--- src/rtl/cheshire_idma_chan_sched.sv ---
// -----------------------------------------------------------------------------
// cheshire_idma_chan_sched
//
// Multi-channel job scheduler in front of a single in-order DMA backend.
// Channels are arbitrated round robin. An accepted job is held in a one-entry
// output register toward the backend. Its source channel is pushed into an
// in-order tracking FIFO. Each backend completion pops the FIFO head and
// retires one job of that channel.
//
// Optional feature, enabled by defining CHESHIRE_IDMA_SCHED_PRIO_EN:
//   adds prio_i. Requesting channels with prio_i high beat all others. The
//   high group is still served round robin, using the same pointer.
//
// Ports:
//   clk_i, rst_i                clock, synchronous active-high reset
//   job_i, job_valid_i/ready_o  per-channel job payload and handshake
//   prio_i                      per-channel priority (only with the macro)
//   next_id_o                   ID that the next accepted job of each channel gets
//   done_id_o                   ID of the last retired job of each channel
//   be_job_o, be_chan_o         job and source channel sent to the backend
//   be_valid_o, be_ready_i      backend job handshake
//   be_rsp_valid_i/ready_o      in-order backend completion (ready tied high)
//   busy_o                      channel has at least one outstanding job
//   err_o                       sticky flag: completion seen while nothing outstanding
// -----------------------------------------------------------------------------
module cheshire_idma_chan_sched #(
   parameter  int unsigned NumChan  = 2,
   parameter  int unsigned IdWidth  = 32,
   parameter  int unsigned JobWidth = 128,
   parameter  int unsigned Depth    = 4,
   localparam int unsigned ChanW    = (NumChan > 1) ? $clog2(NumChan) : 1,
   localparam int unsigned PtrW     = $clog2(Depth),
   localparam int unsigned CntW     = PtrW + 1
) (
   input  logic                              clk_i,
   input  logic                              rst_i,
   input  logic [NumChan-1:0][JobWidth-1:0]  job_i,
   input  logic [NumChan-1:0]                job_valid_i,
   output logic [NumChan-1:0]                job_ready_o,
`ifdef CHESHIRE_IDMA_SCHED_PRIO_EN
   input  logic [NumChan-1:0]                prio_i,
`endif
   output logic [NumChan-1:0][IdWidth-1:0]   next_id_o,
   output logic [NumChan-1:0][IdWidth-1:0]   done_id_o,
   output logic [JobWidth-1:0]               be_job_o,
   output logic [ChanW-1:0]                  be_chan_o,
   output logic                              be_valid_o,
   input  logic                              be_ready_i,
   input  logic                              be_rsp_valid_i,
   output logic                              be_rsp_ready_o,
   output logic [NumChan-1:0]                busy_o,
   output logic                              err_o
);

   logic [ChanW-1:0]                rr_q, rr_d;
   logic [NumChan-1:0]              req;
   logic                            gnt_found;
   logic [ChanW-1:0]                gnt_idx;
   logic                            accept, retire;

   logic                            out_valid_q;
   logic [JobWidth-1:0]             out_job_q;
   logic [ChanW-1:0]                out_chan_q;

   logic [ChanW-1:0]                fifo_mem [Depth];
   logic [PtrW-1:0]                 wr_ptr_q, rd_ptr_q;
   logic [CntW-1:0]                 fifo_cnt_q;
   logic                            fifo_full, fifo_empty;
   logic [ChanW-1:0]                head;

   logic [NumChan-1:0]              ret_vec;
   logic [NumChan-1:0][IdWidth-1:0] next_id_q, done_id_q;
   logic [NumChan-1:0][CntW-1:0]    out_cnt_q;
   logic                            err_q;

   // Request mask: with priority enabled, the high-priority requesters hide all
   // others as long as at least one of them is requesting.
   always_comb begin
      req = job_valid_i;
`ifdef CHESHIRE_IDMA_SCHED_PRIO_EN
      if ((job_valid_i & prio_i) != '0) req = job_valid_i & prio_i;
`endif
   end

   // Round robin: the first requester found at or after rr_q, with wrap-around.
   always_comb begin
      int unsigned cand;
      // NOTE: every combinational output gets a default before any branch, so
      // no path leaves a value unassigned and no latch is inferred.
      cand      = 0;
      gnt_found = 1'b0;
      gnt_idx   = '0;
      for (int unsigned i = 0; i < NumChan; i++) begin
         cand = 32'(rr_q) + i;
         if (cand >= NumChan) cand = cand - NumChan;
         if (!gnt_found && req[cand]) begin
            gnt_found = 1'b1;
            gnt_idx   = cand[ChanW-1:0];
         end
      end
   end

   assign fifo_full  = (fifo_cnt_q == CntW'(Depth));
   assign fifo_empty = (fifo_cnt_q == '0);
   assign head       = fifo_mem[rd_ptr_q];
   assign retire     = be_rsp_valid_i && !fifo_empty;

   // A retirement in the same cycle frees a slot, so a full FIFO still accepts
   // (pop before push).
   assign accept = gnt_found && !rst_i && (!out_valid_q || be_ready_i)
                   && (!fifo_full || retire);

   always_comb begin
      job_ready_o = '0;
      ret_vec     = '0;
      rr_d        = rr_q;
      if (accept) begin
         job_ready_o[gnt_idx] = 1'b1;
         if (32'(gnt_idx) + 1 >= NumChan) rr_d = '0;
         else                             rr_d = gnt_idx + ChanW'(1);
      end
      if (retire) ret_vec[head] = 1'b1;
   end

   // Control state.
   always_ff @(posedge clk_i) begin
      if (rst_i) begin
         // NOTE: sequential state is written with non-blocking assignments only,
         // so every flop samples the values from before the clock edge.
         rr_q        <= '0;
         out_valid_q <= 1'b0;
         wr_ptr_q    <= '0;
         rd_ptr_q    <= '0;
         fifo_cnt_q  <= '0;
         err_q       <= 1'b0;
         for (int c = 0; c < NumChan; c++) begin
            next_id_q[c] <= IdWidth'(1);
            done_id_q[c] <= '0;
            out_cnt_q[c] <= '0;
         end
      end else begin
         rr_q <= rr_d;
         if (accept)          out_valid_q <= 1'b1;
         else if (be_ready_i) out_valid_q <= 1'b0;
         if (accept) wr_ptr_q <= wr_ptr_q + PtrW'(1);
         if (retire) rd_ptr_q <= rd_ptr_q + PtrW'(1);
         if (accept && !retire)      fifo_cnt_q <= fifo_cnt_q + CntW'(1);
         else if (!accept && retire) fifo_cnt_q <= fifo_cnt_q - CntW'(1);
         if (be_rsp_valid_i && fifo_empty) err_q <= 1'b1;
         for (int c = 0; c < NumChan; c++) begin
            if (job_ready_o[c]) next_id_q[c] <= next_id_q[c] + IdWidth'(1);
            if (ret_vec[c])     done_id_q[c] <= done_id_q[c] + IdWidth'(1);
            if (job_ready_o[c] && !ret_vec[c])      out_cnt_q[c] <= out_cnt_q[c] + CntW'(1);
            else if (!job_ready_o[c] && ret_vec[c]) out_cnt_q[c] <= out_cnt_q[c] - CntW'(1);
         end
      end
   end

   // Datapath storage.
   // NOTE: payload registers and FIFO storage are not reset. Only the valid
   // flag and the pointers are reset, and those decide whether the contents
   // are ever used.
   always_ff @(posedge clk_i) begin
      if (accept) begin
         out_job_q          <= job_i[gnt_idx];
         out_chan_q         <= gnt_idx;
         fifo_mem[wr_ptr_q] <= gnt_idx;
      end
   end

   always_comb begin
      busy_o = '0;
      for (int c = 0; c < NumChan; c++) busy_o[c] = (out_cnt_q[c] != '0);
   end

   assign next_id_o      = next_id_q;
   assign done_id_o      = done_id_q;
   assign be_job_o       = out_job_q;
   assign be_chan_o      = out_chan_q;
   assign be_valid_o     = out_valid_q;
   assign be_rsp_ready_o = 1'b1;
   assign err_o          = err_q;

endmodule

--- config.mk ---
export PLATFORM = sky130hd
export DESIGN_NAME = cheshire_idma_chan_sched
export DESIGN_NICKNAME = d
export VERILOG_FILES = /design/src/rtl/cheshire_idma_chan_sched.sv
export SDC_FILE = /design/constraint.sdc
export NUM_CORES = 1
export LEC_CHECK = 0
export CORE_AREA = 2 2 205 207
export DETAILED_ROUTE_END_ITERATION = 10
export DIE_AREA = 0 0 207 209
export SLEW_MARGIN = 20
export SYNTH_ARGS = -nofsm -noshare
export SYNTH_HDL_FRONTEND = slang
export SYNTH_SLANG_ARGS = --single-unit
--- constraint.sdc ---
create_clock -name clk_i -period 15.9 [get_ports clk_i]
set_clock_uncertainty 0.1 [all_clocks]
set_input_delay 3.18 -clock clk_i [delete_from_list [all_inputs] [get_ports clk_i]]
set_output_delay 3.18 -clock clk_i [all_outputs]
set_load 0.02 [all_outputs]
# After elaboration in Yosys (flattened, before gate mapping)
# Memories as Yosys holds them, arrays and structs flattened. A register that Yosys moved wholly into a read port is not among the register bits.
# Index checks and enable logic that the tools add are counted.
[word_totals]
regBits = 273
latchBits = 0
ram_bits = 4
romBits = 0
word_cells = 107
mem_count = 1
[mem_list]
columns = ["name", "words", "width", "read_ports", "rd_clocked_by_memory_dff", "wr", "line", "source"]
rows = [
  ["fifo_mem", 4, 1, 1, 1, 1, "65", "logic [ChanW-1:0] fifo_mem [Depth];"],
]
[op_classes]
addsub = 17
multipliers = 0
div_mod_pow = 0
n_lt_le_gt_ge = 9
n_eq_ne = 1
n_shift = 0
mux = 31
bitwise_logic = 0
n_reduce_logical = 34
[op_table]
columns = ["cell", "n"]
rows = [
  ["2-to-1 mux 128 bit", 2],
  ["adder 32 x 1 -> 32 bit (second input constant)", 4],
  ["< comparator 32 x 2 -> 1 bit (second input constant)", 2],
  ["2-to-1 mux 32 bit", 2],
  ["2-to-1 mux 3 bit", 6],
  ["2-to-1 mux 1 bit", 15],
  ["logical AND 1 bit", 14],
  ["logical NOT 1 bit", 11],
  ["adder 3 x 1 -> 3 bit (second input constant)", 3],
  ["subtractor 3 x 1 -> 3 bit (second input constant)", 3],
  ["2-to-1 mux 2 bit", 4],
  ["nonzero test 2 bit", 4],
  ["nonzero test 3 bit", 2],
  ["adder 1 x 1 -> 2 bit (second input constant)", 2],
  ["adder 2 x 1 -> 2 bit (second input constant)", 2],
  [">= comparator 2 bit (second input constant)", 2],
  ["< comparator 1 x 2 -> 1 bit (second input constant)", 2],
  ["equality test 3 bit (second input constant)", 1],
  ["logical NOT 3 bit", 1],
  ["subtractor 1 x 2 -> 3 bit (second input constant)", 1],
  ["subtractor 2 x 2 -> 3 bit (second input constant)", 1],
  ["demux 1 bit (select 1 bit)", 2],
  [">= comparator 1 bit (second input constant)", 2],
  [">= comparator 1 x 2 -> 1 bit (second input constant)", 1],
  ["other kinds (2)", 3],
]

# Logic depth before layout (Yosys ltp)
# Gate-level depths: netlist (run 1).
[depth]
depth_word = 17
depth_mapped = 11
depth_no_buf = 10

# Worst setup path after synthesis (run 1)
# No wires, ideal clock.
[synth_path]
path_kind = "input port to flip-flop"
from = "in job_valid_i[1]"
to = "reg fifo_cnt_q[2]"
arrival_time_ns = 9.132
required_time_ns = 15.730
slack_ns = 6.598
path_stages = 10
n_path_buf = 2
cell_sequence = "buf_2 nor2_1 nor4_1 clkbuf_1 ha_1 inv_1 fa_1 xor2_1 or3_1 a21oi_1"
[synth_via]
elab_chain_cells = 12
elab_cells_between_ends = 16
cone_classes = "7 x mux; 9 x reduce/logical"
[synth_lines]
columns = ["element", "line", "source"]
rows = [
  ["start: declaration", "38", "input logic [NumChan-1:0] job_valid_i,"],
  ["2-to-1 mux 1 bit (implied by the code) (2 in series)", "96", "if (!gnt_found && req[cand]) begin"],
  ["2-to-1 mux 1 bit", "96", ""],
  ["logical NOT 1 bit", "96", ""],
  ["logical AND 1 bit", "96", ""],
  ["2-to-1 mux 1 bit *", "96", ""],
  ["logical AND 1 bit * (2 in series)", "110", "assign accept = gnt_found && !rst_i && (!out_valid_q || be_ready_i)"],
  ["logical AND 1 bit *", "111", "&& (!fifo_full || retire);"],
  ["net accept", "59", "logic accept, retire;"],
  ["logical NOT 1 bit", "148", "else if (!accept && retire) fifo_cnt_q <= fifo_cnt_q - CntW'(1);"],
  ["logical AND 1 bit", "148", ""],
  ["nonzero test 2 bit (no line)", "n/a", ""],
  ["end signal: assignment", "147", "if (accept && !retire) fifo_cnt_q <= fifo_cnt_q + CntW'(1);"],
  ["end signal: assignment", "148", ""],
  ["end: declaration", "67", "logic [CntW-1:0] fifo_cnt_q;"],
]
# Mark *: on every way through the listed nets, which the timed path passes. The rest lies on a longest branch. The select of a mux whose other input is x is not followed.
# A chain may end at the register's enable or synchronous reset.

# Final worst setup path (run 1)
[layout_path]
from = "in job_valid_i[0]"
to = "out job_ready_o[1]"
[layout_via]
elab_chain_cells = 11
elab_cells_between_ends = 19
cone_classes = "2 x order compare; 11 x mux; 6 x reduce/logical"
[layout_lines]
columns = ["element", "line", "source"]
rows = [
  ["2-to-1 mux 1 bit (implied by the code) (2 in series)", "96", ""],
  ["2-to-1 mux 1 bit", "96", ""],
  ["logical NOT 1 bit", "96", ""],
  ["logical AND 1 bit", "96", ""],
  ["2-to-1 mux 1 bit", "96", ""],
  ["< comparator 1 x 2 -> 1 bit (implied by the code) / >= comparator 1 bit (equally long branches)", "118", "job_ready_o[gnt_idx] = 1'b1;"],
  ["logical AND 1 bit (implied by the code)", "118", ""],
  ["2-to-1 mux 1 bit (implied by the code)", "118", ""],
  ["demux 1 bit (select 1 bit)", "118", ""],
  ["2-to-1 mux 2 bit *", "117", "if (accept) begin"],
  ["end: declaration", "39", "output logic [NumChan-1:0] job_ready_o,"],
]
# Every way passes the cells marked *; elsewhere a longest branch is shown, timed or not. The select of a mux whose other input is x is not followed.

==> results.ini, run 1 <==
[clock_network]
hold_buffers=0
clock_path_buffers=3
cts_resized=0
insertion_delay_ps=540
h-tree-depth=2
clock_sinks=279
post_cts_buffers=0
clk_pin_slew_worst_paths_ps=60
cts_tree=yes
cts-root-buf=clkbuf_16
cts_made_buffers=34

[global_routing]
grt_max_degree=95
grt_usage=0.1987
overflow=0
grt_pass1_wl_um=65090
grt_pass1_vias=10351
antenna_found_initial=22

[run_status]
status=finished clean

[floorplanning]
coreArea_mm2=0.04129
dieArea_mm2=0.04326
pin_count=526
die_h_um=209
die_x_um=207
start_util=0.2995
placement_rows=75

[timing]
hold_viol=0
min_period_ps=8898
slew-limit-headroom=0.2828
finalMaxSlewViolations=0
period_share=0.5596
rsz0062_at_grt=no
worst_pin_slew_ps=1076
setup_viol=0
fmax_mhz=112.4
setup-tns-final_ps=0
hold-worst-slack_ps=370.0

[detailed_routing]
dr.pass1.iters=6
via_per_inst=4.806
vias=10400
drc_errors=0
routedWlPerCell_um=20.46
drtAntennaViolNets=0
wirelength_um=44290
drt-initial-drc-count=508

[synthesis]
synth_seq_cells=279
syn_nets=1351
synth.avg_cell_area_um2=11.50
synthTopCellsByArea=edfxtp_1 (32%), dfxtp_1 (24%), mux2_2 (12%)
synth_area_mm2=0.01236
async_reset_ff_frac=0
seq_area_frac_synth=0.5594
yosysTopAreaCellShare=0.3230
yosys.area.top_type=edfxtp_1
synth_cell_types=50
synthTopCellsByCount=dfxtp_1 (146), edfxtp_1 (133), mux2_2 (129)
synth_ff_type=dfxtp_1
synthCells=1075
synth.most_common_cell=dfxtp_1
synth_edf_count=133
ys_warn_count=0

[placement]
dp_cells=2095
numPortBuffers=524
dp_hpwl_um=33750
gp_congestion=0.8908
place_area_mm2=0.01814

[power_and_ir_drop]
peakVddDrop_mv=0.06976
combinationalPowerShare=0.191
p_per_area_mw_per_mm2=103.9
p_int_mw=1.472
switchingPower_mw=0.5284
power_frac_clock=0.385
power.leakage_nw=6.635
seqPwrFrac=0.424
swShare=0.2641

[critical_path]
required_ps=12620
startpoint_type=primary input
arrival_ps=5620
endpoint_kind=primary output
cp_max_fo=8
r2r_slack_ps=12700
crit_type=in -> out

[cells_and_area]
utilization=0.4665
nNetsFinal=1868
drive_gt1_frac=0.1232
final_area_mm2=0.01926
final_cells=2164
synthToLayoutAreaGrowth_pct=55.79

[flow_run]
maxCapViolCount=0

[min_path]
hold_class=reg -> reg

-- state kept, by name (all words and copies together) (netlist names), named ones only --
| name | flops |
|---|---|
| err_o | 1 |
| fifo_cnt_q | 3 |
| next_id_o | 64 |
| rr_q | 1 |
| be_chan_o | 1 |
| done_id_o | 64 |
| be_valid_o | 1 |
| rd_ptr_q | 2 |
| be_job_o | 128 |
| fifo_mem | 4 |
| out_cnt_q | 6 |
| wr_ptr_q | 2 |
-- path summary, 6_finish.rpt --
path	from	to	cells after the start
worst max-delay path	job_valid_i[0]	job_ready_o[1]	5
worst min-delay path	err_o	err_o	2
worst max register to register	fifo_cnt_q[1]	next_id_o[2]	7
worst min register to register	err_o	err_o	2
-- final cells by class --
cell class / instances / area (um2)
fill: 3887 / 22030
sequential: 279 / 6917
timing repair buffer: 530 / 5288
multi-input combinational: 729 / 5207
clock buffer: 48 / 975.9
tap: 539 / 674.4
clock inverter: 11 / 107.6
inverter: 18 / 67.56
antenna: 10 / 25.02
-- layer usage --
metal  vias up  track usage  share of wire
met4        20      0.08645          0.035
li1       4965            -              -
met2       381       0.3143           0.46
met3        98      0.07800          0.088
met5         -            0         0.0030
met1      4936       0.2399           0.41
-- cell families after synthesis --
kind of cell             after synthesis  share of synthesized area
adder cells (fa/ha/maj)               14                    0.01599
XOR/XNOR                             106                    0.07509
AND/OR/NAND/NOR                      409                     0.1744
flip-flops                           279                     0.5594
buffers and inverters                 67                    0.02176
AO/OA/AOI/OAI                         65                    0.03056
other                                  1                  0.0003033
multiplexers                         134                     0.1225
-- metrics by stage --
stage,setup slack (ps),total power [mW]
floorplan,6598,1.060
global placement,7033,1.241
detailed placement,6986,1.250
CTS,6988,2.032
global route,6845,2.087
finish,7002,2.001
-- critical path: stages --
cell             delay, ps
clkdlybuf4s50_1        440
nand2b_1               260
nand4b_1               430
nor2_1                 560
clkdlybuf4s50_1        740
-- cell usage in the layout, fill, tap and decap left out, drive strengths merged, types with 2 or more instances in the layout --
master and count:
a21o 2, a21oi 30, and2 13, and3 14
and4 13, buf 7, bufinv 2, clkbuf 48
clkdlybuf4s50 523, clkinv 8, dfxtp 146, diode 10
edfxtp 133, fa 3, ha 11, inv 19
mux2 129, mux2i 4, nand2 43, nand2b 6
nand3 56, nand3b 2, nand4 62, nor2 120
nor2b 5, nor3 20, nor4 18, nor4b 2
o21ai 21, o31ai 6, or2 2, or3 21
or4 9, xnor2 29, xor2 77
-- power groups by stage --
stage	clock, mW	sequential [mW]	combinational [mW]
3_3_place_gp	0	0.863	0.378
3_5_place_dp	0	0.865	0.386
4_1_cts	0.795	0.850	0.387
6_report	0.770	0.849	0.382
2_1_floorplan	0	0.911	0.149
5_1_grt	0.821	0.856	0.410
(Power assumes the default switching activity.)
==> run 2, diff against run 1 <==
CORE_AREA = 2 2 204 206   (was 2 2 205 207)
DIE_AREA = 0 0 206 208   (was 0 0 207 209)
clock period = 7.72 ns   (was 15.9 ns; I/O delays follow)
==> run 2 against run 1 <==
Count of clock-buffer cells in the layout down 2. Sequential share of layout area about the same. Power up 100%. Sequential power up 110%. Critical path depth unchanged. Worst hold slack better by 13 ps. Combinational power up 110%. Final cell count down 0.28%. Worst setup slack worse by 5000 ps. Critical endpoint unchanged. Largest cell class unchanged.
==> results.ini, run 2 (synthesis gave the netlist of run 1 again) <==
[run_status]
status=finished clean

[global_routing]
grt_pass1_wl_um=63800
grt_usage=0.1982
grt_pass1_vias=10112
overflow=0
antenna_found_initial=16
grt_max_degree=81

[critical_path]
reg2reg_depth=4
cp_top_family=simple AND/OR/NAND/NOR gates
cpMostUsedCell=clkdlybuf4s50_1
regToRegStartpoint=fifo_cnt_q[0]
crit_type=in -> out
cpMaxStageDelayCell=clkdlybuf4s50_1
worst-path-buf-inv=2
r2r_slack_ps=4530
required_ps=6080
arrival_ps=4030
crit_path_cell_trace=clkdlybuf4s50_1 -> nand2b_1 -> nand4b_1 -> nor2_1 -> clkdlybuf4s50_1
cp_max_fo=8
regToRegEndpoint=be_job_o[4]
endpoint_kind=primary output
max_stage_delay_ps=750
startpoint_type=primary input

[timing]
slew-limit-headroom=0.2580
finalMaxSlewViolations=0
worst_pin_slew_ps=1113
period_share=0.7344
hold-worst-slack_ps=382.6
setup_viol=0
hold_viol=0
min_period_ps=5669
fmax_mhz=176.4
setup-tns-final_ps=0
rsz0062_at_grt=no

[cells_and_area]
final_area_mm2=0.01925
synthToLayoutAreaGrowth_pct=55.67
utilization=0.4746
final_common_cell=clkdlybuf4s50_1
final_cell_mix=clkdlybuf4s50_1 (523), dfxtp_1 (146), edfxtp_1 (133)
nNetsFinal=1868
largest_reg_flops=128
drive_gt1_frac=0.1224

[placement]
numPortBuffers=524
dp_hpwl_um=33390
gp_congestion=0.8680
place_area_mm2=0.01815

[clock_network]
clock_path_buffers=3
hold_buffers=0
post_cts_buffers=0
cts_tree=yes
clock_sinks=279
clk_pin_slew_worst_paths_ps=60
insertion_delay_ps=540
cts_resized=0
cts_made_buffers=35
h-tree-depth=2
cts-root-buf=clkbuf_16

[power_and_ir_drop]
peakVddDrop_mv=0.1473
power.leakage_nw=6.619
finalPower_mw=4.096
p_per_area_mw_per_mm2=212.8

[floorplanning]
coreArea_mm2=0.04055
die_x_um=206
placement_rows=74
pin_count=526
dieArea_mm2=0.04285
start_util=0.3049
die_h_um=208

[detailed_routing]
drtAntennaViolNets=0
routedWlPerCell_um=20.44
via_per_inst=4.793
wirelength_um=44110
drt-initial-drc-count=528
drc_errors=0
vias=10343
dr.pass1.iters=4

[min_path]
hold_class=reg -> reg
hold-path-endpoint=next_id_o[63]
hold_depth=2
min_from=next_id_o[63]

[flow_run]
maxCapViolCount=0

## run 2: cell types whose count changed in the layout (fill, tap and decap cells not counted), sizes merged
cell and delta:
buf -1, diode -2, clkbuf -2, bufinv -1, clkinv +7
## run 2: final cells by class
| class | instances | area (um2) |
|---|---|---|
| fillers | 3749 | 21310 |
| flip-flops and latches | 279 | 6917 |
| repair buffers | 529 | 5280 |
| multi-input cells | 729 | 5229 |
| clock buffers | 46 | 948.4 |
| well taps | 532 | 665.6 |
| clock inverters | 17 | 120.1 |
| inverters | 18 | 67.56 |
| diodes | 8 | 20.02 |
## run 2: worst max-delay path by stage
stage | start | end | depth (start not counted)
floorplan | job_valid_i[1] | fifo_cnt_q[2] | 10
global placement | job_valid_i[0] | job_ready_o[0] | 6
detailed placement | job_valid_i[0] | job_ready_o[1] | 5
CTS | job_valid_i[0] | job_ready_o[1] | 5
global route | job_valid_i[0] | job_ready_o[1] | 5
finish | job_valid_i[0] | job_ready_o[1] | 5
## run 2: through the flow
stage | setup slack (ps) | cells
3_5_place_dp | 2047 | 2087
3_3_place_gp | 2118 | 2087
6_report | 2051 | 2158
4_1_cts | 2033 | 2150
2_1_floorplan | 54.24 | 1075
5_1_grt | 1890 | 2151
## run 2: worst register-to-register path: stages (launching register included)
cell and delay, ps:
dfxtp_1 470, nor4b_2 150, nor4_2 300, buf_4 700
buf_4 990
## run 2: power breakdown
part	total [mW]	internal, mW	switching, mW
clock	1.56	0.902	0.655
sequential	1.75	1.69	0.0651
combinational	0.786	0.398	0.388
total	4.10	2.99	1.11
## run 2: routing by layer
metal / up-vias / part of all wire / GRT usage
met5: - / 0.0019 / 0
met4: 14 / 0.017 / 0.05049
met3: 65 / 0.092 / 0.07487
met2: 354 / 0.48 / 0.3265
met1: 4946 / 0.41 / 0.2427
li1: 4964 / - / -
==> run 3, diff against run 2 <==
CORE_AREA = 2 2 206 208   (was 2 2 204 206)
DIE_AREA = 0 0 208 210   (was 0 0 206 208)
clock period = 5.7 ns   (was 7.72 ns; I/O delays follow)
==> run 3 against run 2 <==
Clock power grew 32%. Via count is 0.41% higher. Critical path depth is the same. Die area is 1.9% higher. Combinational power up 36%. Sequential share of layout area about the same. Flip-flop and latch count is the same. Count of clock-buffer cells in the layout down 7. Routed wire length down 0.99%. Largest power group unchanged.
==> results.ini, run 3 (synthesis gave the netlist of run 1 again) <==
[critical_path]
cp_max_fo=8
arrival_ps=3700
required_ps=4460
crit_type=in -> out
crit_path_cell_trace=clkdlybuf4s50_1 -> nand2b_1 -> nand4b_1 -> nor2_1 -> clkdlybuf4s50_1
cp_top_family=simple AND/OR/NAND/NOR gates
worst-path-buf-inv=2
regToRegStartpoint=fifo_cnt_q[0]
endpoint_kind=primary output
regToRegEndpoint=be_job_o[108]
worst-path-stages=5
cpMaxStageDelayCell=clkdlybuf4s50_1
endpoint=job_ready_o[1]
cp-startpoint=job_valid_i[0]
reg2reg_depth=5
max_stage_delay_ps=740
startpoint_type=primary input
cpMostUsedCell=clkdlybuf4s50_1
r2r_slack_ps=2420

[timing]
setup_viol=0
finalMaxSlewViolations=0
slew-limit-headroom=0.3268
period_share=0.8661
hold_viol=0
rsz0062_at_grt=no
fmax_mhz=202.6
min_period_ps=4937
setup-tns-final_ps=0
worst_pin_slew_ps=1010

[clock_network]
hold_buffers=0
cts_made_buffers=35
cts_resized=0
clock_sinks=279
cts-root-buf=clkbuf_16
post_cts_buffers=0
h-tree-depth=2
insertion_delay_ps=530
clock_path_buffers=3
cts_tree=yes
clk_pin_slew_worst_paths_ps=60

[floorplanning]
pin_count=526
coreArea_mm2=0.04148
die_x_um=208
placement_rows=75
die_h_um=210
start_util=0.2981
dieArea_mm2=0.04368

[detailed_routing]
drc_errors=0
via_per_inst=4.795
drt-initial-drc-count=549
drtAntennaViolNets=0
routedWlPerCell_um=20.16
dr.pass1.iters=5
wirelength_um=43670
vias=10385

[placement]
dp_cells=2097
dp_hpwl_um=33170
gp_congestion=0.9042
numPortBuffers=524

[power_and_ir_drop]
p_per_area_mw_per_mm2=285.9
power.leakage_nw=6.616
peakVddDrop_mv=0.1473
finalPower_mw=5.500

[cells_and_area]
utilization=0.4638
final_common_cell=clkdlybuf4s50_1
final_cells=2166
nNetsFinal=1871
final_cell_mix=clkdlybuf4s50_1 (523), dfxtp_1 (146), edfxtp_1 (133)
drive_gt1_frac=0.1255
synthToLayoutAreaGrowth_pct=55.58
largest_reg_flops=128

[min_path]
hold_class=reg -> reg
hold_depth=2
min_from=err_o

[flow_run]
maxCapViolCount=0

[global_routing]
grt_max_degree=108
grt.met1_usage=0.2428
antenna_found_initial=19
busiest_layer=met2
grt_usage=0.1936
grt_pass1_wl_um=64430
grt_pass1_vias=10043
grtUsageMet3=0.06868
overflow=0
grt_util_met2=0.3113

[run_status]
status=finished clean

[run 3: power breakdown]
| part | leakage, nW | internal [mW] | switching (mW) |
|---|---|---|---|
| Combinational | 3.67 | 0.540 | 0.529 |
| Sequential | 2.44 | 2.29 | 0.0852 |
| Clock | 0.506 | 1.17 | 0.884 |
| Total | 6.62 | 4.00 | 1.50 |
[run 3: how the worst min path moves through the flow]
| stage | end | slack [ps] |
|---|---|---|
| 2_1_floorplan | out_cnt_q[2] | 350 |
| 3_3_place_gp | out_cnt_q[2] | 360 |
| 3_5_place_dp | err_o | 370 |
| 4_1_cts | err_o | 380 |
| 5_1_grt | err_o | 420 |
| 6_report | err_o | 370 |
[run 3: cell type report]
cell class	count	area (um2)
antenna	9	22.52
clock buffer	39	890.9
clock inverter	21	143.9
fill	3893	22240
inverter	18	67.56
multi-input combinational	729	5214
sequential	279	6917
tap	539	674.4
timing repair buffer	532	5306
[run 3: worst reg2reg max path, stage by stage (launching register included)]
cell and delay [ps]:
dfxtp_1 460, nor4b_1 90, buf_4 160, nor4_2 350
buf_4 740, buf_4 910
[run 3: metrics by stage]
| step | setup WS (ps) | cell area, um2 | hold WS, ps |
|---|---|---|---|
| after floorplan | 580.9 | 12370 | 353.8 |
| after global placement | 894.5 | 18170 | 360.9 |
| after detailed placement | 782.5 | 18170 | 368.6 |
| after CTS | 777.0 | 19200 | 383.7 |
| after global routing | 595.7 | 19220 | 424.9 |
| final | 763.1 | 19240 | 371.9 |
[run 3: routing by layer]
| layer | wire length [um] | vias up |
|---|---|---|
| met3 | 3794 | 82 |
| met4 | 1086 | 16 |
| met5 | 102 | - |
| met2 | 20360 | 378 |
| met1 | 18340 | 4941 |
| li1 | - | 4968 |
